### src/rtl/imem_loader.sv
// Instruction-memory loader: parses a byte stream (count, words, checksum) into IMEM writes.
// Latency: one word written per 5 cycles (4 byte cycles + 1 WRITE cycle); status the edge after the last checksum byte.
// Backpressure: byte_ready_o drops in WRITE, DONE, ERR and IDLE; unaccepted bytes stay with the sender.

package riscv_pkg;
    parameter int XLEN = 32;
endpackage

module imem_loader
    import riscv_pkg::*;
#(
    parameter int DEPTH = 2048
) (
    input  logic            clk_i,
    input  logic            rst_ni,
    input  logic            start_i,
    input  logic            byte_valid_i,
    input  logic [7:0]      byte_data_i,
    output logic            byte_ready_o,
    output logic            imem_we_o,
    output logic [XLEN-1:0] imem_addr_o,
    output logic [XLEN-1:0] imem_wdata_o,
    output logic            core_rst_no,
    output logic            done_o,
    output logic            error_o
);

    // One spare bit so that a count equal to DEPTH is representable.
    localparam int IW = $clog2(DEPTH) + 1;

    typedef enum logic [2:0] {
        S_IDLE  = 3'd0,
        S_HDR   = 3'd1,
        S_LOAD  = 3'd2,
        S_WRITE = 3'd3,
        S_CHK   = 3'd4,
        S_DONE  = 3'd5,
        S_ERR   = 3'd6
    } state_t;

    state_t            r_state;
    state_t            w_next;

    // Byte position inside the current 4-byte field.
    logic [1:0]        r_bcnt;
    // The three earlier bytes of the field; the 4th byte comes straight from the input.
    logic [23:0]       r_shift;
    // Word count from the header and index of the next word to write.
    logic [IW-1:0]     r_n;
    logic [IW-1:0]     r_idx;
    logic [XLEN-1:0]   r_xor;
    logic [XLEN-1:0]   r_addr;
    logic [XLEN-1:0]   r_wdata;

    logic              w_ready;
    logic              w_fire;
    logic              w_last_byte;
    logic              w_start_ok;
    logic [XLEN-1:0]   w_word;
    logic              w_hdr_bad;
    logic [IW-1:0]     w_idx_inc;
    logic              w_last_word;

    // Handshake and field-assembly helpers.
    always_comb begin
        w_ready     = (r_state == S_HDR) || (r_state == S_LOAD) || (r_state == S_CHK);
        w_fire      = w_ready && byte_valid_i;
        w_last_byte = w_fire && (r_bcnt == 2'd3);
        // start_i only has an effect in the resting states.
        w_start_ok  = start_i &&
                      ((r_state == S_IDLE) || (r_state == S_DONE) || (r_state == S_ERR));
        // Little-endian: the first byte received lands in bits [7:0].
        w_word      = {byte_data_i, r_shift};
        w_hdr_bad   = (w_word == '0) || (w_word > XLEN'(DEPTH));
        w_idx_inc   = r_idx + IW'(1);
        w_last_word = (w_idx_inc == r_n);
    end

    // State register.
    always_ff @(posedge clk_i or negedge rst_ni) begin
        if (!rst_ni) begin
            r_state <= S_IDLE;
        end else begin
            r_state <= w_next;
        end
    end

    // Next-state decode.
    always_comb begin
        w_next = r_state;
        case (r_state)
            S_IDLE, S_DONE, S_ERR: begin
                if (w_start_ok) begin
                    w_next = S_HDR;
                end
            end
            S_HDR: begin
                if (w_last_byte) begin
                    w_next = w_hdr_bad ? S_ERR : S_LOAD;
                end
            end
            S_LOAD: begin
                if (w_last_byte) begin
                    w_next = S_WRITE;
                end
            end
            S_WRITE: begin
                w_next = w_last_word ? S_CHK : S_LOAD;
            end
            S_CHK: begin
                if (w_last_byte) begin
                    w_next = (w_word == r_xor) ? S_DONE : S_ERR;
                end
            end
            default: begin
                w_next = S_IDLE;
            end
        endcase
    end

    // Datapath: byte assembly, header capture, write staging, checksum and index.
    always_ff @(posedge clk_i or negedge rst_ni) begin
        if (!rst_ni) begin
            r_bcnt  <= '0;
            r_shift <= '0;
            r_n     <= '0;
            r_idx   <= '0;
            r_xor   <= '0;
            r_addr  <= '0;
            r_wdata <= '0;
        end else if (w_start_ok) begin
            // A new session never inherits a partial field or a stale checksum.
            r_bcnt  <= '0;
            r_shift <= '0;
            r_n     <= '0;
            r_idx   <= '0;
            r_xor   <= '0;
        end else begin
            if (w_fire) begin
                r_bcnt  <= r_bcnt + 2'd1;
                r_shift <= {byte_data_i, r_shift[23:8]};
            end
            // A rejected header goes to ERR, so the truncated value is only kept when it fits.
            if ((r_state == S_HDR) && w_last_byte) begin
                r_n <= w_word[IW-1:0];
            end
            // Stage the write one edge early so address/data are stable for the whole WRITE cycle
            // and simply hold afterwards.
            if ((r_state == S_LOAD) && w_last_byte) begin
                r_addr  <= XLEN'(r_idx) << 2;
                r_wdata <= w_word;
            end
            if (r_state == S_WRITE) begin
                r_xor <= r_xor ^ r_wdata;
                r_idx <= w_idx_inc;
            end
        end
    end

    // Outputs decoded from state; reset puts the FSM in IDLE so all strobes fall at once.
    always_comb begin
        byte_ready_o = w_ready;
        imem_we_o    = (r_state == S_WRITE);
        imem_addr_o  = r_addr;
        imem_wdata_o = r_wdata;
        core_rst_no  = (r_state == S_DONE);
        done_o       = (r_state == S_DONE);
        error_o      = (r_state == S_ERR);
    end

endmodule

### config.mk
export PLATFORM = sky130hd
export DESIGN_NAME = imem_loader
export DESIGN_NICKNAME = d
export VERILOG_FILES = /design/src/rtl/imem_loader.sv
export SDC_FILE = /design/constraint.sdc
export NUM_CORES = 1
export LEC_CHECK = 0
export CORE_MARGIN = 2
export CORE_UTILIZATION = 60
export CTS_CLUSTER_DIAMETER = 40
export DETAILED_ROUTE_END_ITERATION = 12
export GPL_TIMING_DRIVEN = 0
export PLACE_DENSITY = 0.9
export SYNTH_ARGS = -nofsm -noshare
export SYNTH_HDL_FRONTEND = slang
export SYNTH_SLANG_ARGS = --single-unit
export TNS_END_PERCENT = 10
### constraint.sdc
create_clock -name clk_i -period 3.42 [get_ports clk_i]
set_clock_uncertainty 0.15 [all_clocks]
set_input_delay 0.855 -clock clk_i [delete_from_list [all_inputs] [get_ports clk_i]]
set_output_delay 0.855 -clock clk_i [all_outputs]
set_load 0.01 [all_outputs]
==> impl_metrics.csv <==
group,metric,value,unit
power,fin_total_pwr,7010,uW
yosys,post_synth_num_cell_types,45,
floorplanning,row_count,37,
floorplanning,chipWidth,107,um
clock_tree,number_of_buffers_added_to_fix_hold_violations_after_cts,0,
sta,slew_viol_final,0,
detailed_routing,vias_per_cell,5.84,
global_routing,gr-usage-all-layers,30.1,%
power,ir_drop,0.548,mV
setup_path,crit_path_max_fanout,10,
power,leakage,0.00349,uW
yosys,synthesis.area_per_instance,10.2,sq um
placement,total_of_buffers_placed_on_input_and_output_ports,60,
global_routing,maximum_number_of_pins_on_one_net_before_global_route_repair,97,
sta,grt_setup_unrepaired,"false",
yosys,ys_top_cells_by_area,"sky130_fd_sc_hd__dfrtp_1 (51%), sky130_fd_sc_hd__mux2_2 (7.9%), sky130_fd_sc_hd__nand2_1 (7.0%), sky130_fd_sc_hd__xnor2_1 (6.8%), sky130_fd_sc_hd__xor2_1 (5.6%)",
floorplanning,design.die.area,11400,sq um
floorplanning,top_level_ports,81,
min_path,min-delay-path-class,"in2async",
job,cap_violations,0,
finish,layout_common_cells,"sky130_fd_sc_hd__dfrtp_1 (129), sky130_fd_sc_hd__nand2_1 (118), sky130_fd_sc_hd__clkdlybuf4s50_1 (59), sky130_fd_sc_hd__nor2_1 (55), sky130_fd_sc_hd__xnor2_1 (49)",
floorplanning,chipHeight,107,um
sta,setup_total_negative_slack,0,ns
floorplanning,initial_core_util,61.4,%
yosys,synth_area_leader_cell,"sky130_fd_sc_hd__dfrtp_1",
yosys,synthCells,621,
yosys,yosys.area.top_type_share,51.2,%
clock_tree,clkSinkCount,129,
detailed_routing,drt_drc_violations_left,0,
finish,fin_nets,735,
finish,layout_commonest_cell,"sky130_fd_sc_hd__dfrtp_1",
finish,layout_cell_share_with_drive_strength_beyond_1,17.3,%
clock_tree,cts_tree,"done",
finish,num_antenna_cells,0,
clock_tree,clock_tree.htree_level_count,4,
global_routing,grt_pass1_vias,5319,
sta,timing_hold_violations_final,0,
detailed_routing,detail_route.iter0.violations,400,
finish,final_util,76.1,%
placement,place.gp.congestion,0.842,
global_routing,antenna_found_initial,0,
placement,place.detailed.hpwl,10500,um
setup_path,path_type_of_the_worst_setup_path,"reg2out",
sta,fmax,301,MHz
detailed_routing,drt-wirelength-per-cell,18.3,um
detailed_routing,route.antenna.remaining_nets,0,
finish,synthToLayoutAreaGrowth,23.9,%
yosys,syn-cell-area,6310,sq um
detailed_routing,via_count,5078,
setup_path,endpoint_kind,"output port",
clock_tree,clk_path_buf_depth,2,
clock_tree,cts_made_buffers,17,
yosys,ys.warnings.count,0,
floorplanning,placeableCoreArea,10300,sq um
setup_path,required,2.41,ns
detailed_routing,wirelength,15900,um
sta,final-setup-viol-count,0,
detailed_routing,first_pass_iters,7,
sta,fin_worst_hold_slack,0.0655,ns
clock_tree,root_buffer,"sky130_fd_sc_hd__clkbuf_8",
clock_tree,clk-insertion-delay-late,0.52,ns
sta,worst-slew-pin-transition,0.819,ns
setup_path,reg2reg_slack,0.99,ns
sta,period_share,97.1,%
sta,layout_min_cycle_time,3.32,ns
yosys,synth_seq_cells,129,
power,power_per_cell_area,897,nW/um^2
outcome,run_status,"finished clean",
setup_path,critical_path.startpoint_type,"register",
global_routing,grt_pass1_wl,26400,um
clock_tree,clkSlewWorstSetupHoldPaths,0.06,ns
global_routing,grt-ovfl-total,0,
sta,relative_max_transition_margin,45.1,%
yosys,ys_seq_area_share,51.2,%
setup_path,cp.arrival,2.32,ns
finish,num-fill-cells,636,
## cell usage after synthesis (all sizes together)
| library cell | count |
|---|---|
| clkbuf | 14 |
| and3 | 1 |
| mux2 | 44 |
| mux2i | 2 |
| a2111oi | 1 |
| inv | 3 |
| a22o | 2 |
| a21o | 2 |
| nand2 | 118 |
| o211a | 1 |
| or3 | 4 |
| nor3 | 8 |
| buf | 39 |
| a21bo | 1 |
| nor4 | 13 |
| xor2 | 40 |
| o21ai | 14 |
| nor2b | 2 |
| nor3b | 1 |
| a221oi | 1 |
| nor4b | 2 |
| maj3 | 1 |
| nor2 | 55 |
| and2 | 3 |
| dfrtp | 129 |
| ha | 2 |
| or3b | 1 |
| a21oi | 40 |
| nand3b | 1 |
| a31oi | 2 |
| nand3 | 7 |
| nand2b | 2 |
| conb | 1 |
| o22ai | 2 |
| xnor2 | 49 |
| nand4 | 11 |
| or2 | 2 |
## worst paths after layout
| path | from | end | cells after the start |
|---|---|---|---|
| max in group asynchronous | rst_ni | r_xor[21]$_DFFE_PN0P_ | 2 |
| min in group clk_i | imem_addr_o[2]$_DFFE_PN0P_ | imem_addr_o[2]$_DFFE_PN0P_ | 1 |
| max reg2reg | r_state[0]$_DFFE_PN0P_ | imem_wdata_o[1]$_DFFE_PN0P_ | 5 |
| min reg2reg | imem_addr_o[2]$_DFFE_PN0P_ | imem_addr_o[2]$_DFFE_PN0P_ | 1 |
| min | rst_ni | imem_wdata_o[31]$_DFFE_PN0P_ | 1 |
| max | r_state[2]$_DFFE_PN0P_ | imem_we_o | 5 |
## cell type report
class | count | area (sq um) | share of cell area (%)
sequential | 129 | 3230 | 41.3
multi-input combinational | 455 | 2810 | 36.0
timing repair buffer | 62 | 637 | 8.15
clock buffer | 24 | 500 | 6.40
buffer | 53 | 332 | 4.24
tap | 136 | 170 | 2.18
clock inverter | 8 | 124 | 1.58
inverter | 3 | 11.3 | 0.144
## registers in the layout, summed over array words and instances, names as in the netlist
| signal | count |
|---|---|
| r_state | 3 |
| r_n | 12 |
| imem_wdata_o | 32 |
| r_shift | 24 |
| imem_addr_o | 12 |
| r_bcnt | 2 |
| r_idx | 12 |
| r_xor | 32 |
## stage by stage
| stage | std cells | cell area, sq um | setup slack (ns) |
|---|---|---|---|
| after floorplan | 640 | 6380 | 1.19 |
| after global placement | 836 | 7150 | -3.42 |
| after detailed placement | 837 | 7180 | 0.270 |
| after CTS | 870 | 7810 | 0.0639 |
| after global routing | 870 | 7820 | 0.0207 |
| final | 870 | 7820 | 0.0997 |
## per-layer routing
layer	part of all wire [%]	track usage, %	vias to the layer above
met4	4.8	14.9	0
met1	38	36.1	2463
met5	0	0	-
li1	-	-	2224
met3	7.9	7.30	94
met2	50	50.7	297
## cell families (layout without fill, tap and decap cells)
kind of cell,Yosys count,after routing,share of synthesized area (%)
buffers and inverters,56,150,5.37
AND/OR/NAND/NOR,231,231,16.5
adder cells (fa/ha/maj),3,3,0.575
other,1,20,0.0594
AO/OA/AOI/OAI,66,66,5.79
multiplexers,46,46,8.17
XOR/XNOR,89,89,12.4
flip-flops,129,129,51.2
## critical path: stages (launching register included)
cell	delay (ns)
sky130_fd_sc_hd__dfrtp_1	0.36
sky130_fd_sc_hd__clkbuf_1	0.18
sky130_fd_sc_hd__nand3b_1	0.23
sky130_fd_sc_hd__inv_1	0.20
sky130_fd_sc_hd__clkbuf_4	0.27
sky130_fd_sc_hd__clkdlybuf4s50_1	0.56
## power breakdown
part	switching (uW)	total [uW]	internal [uW]	leakage, uW
registers	583	2620	2040	0.00175
clock network	657	1880	1230	0.000303
logic	1270	2500	1230	0.00145
## timing repair
action,CTS,global route
buffers inserted,1,0
hold endpoints to repair,0,0
setup endpoints to repair,1,2
gates resized for setup,0,3
Power figures use the tool's default switching activity.
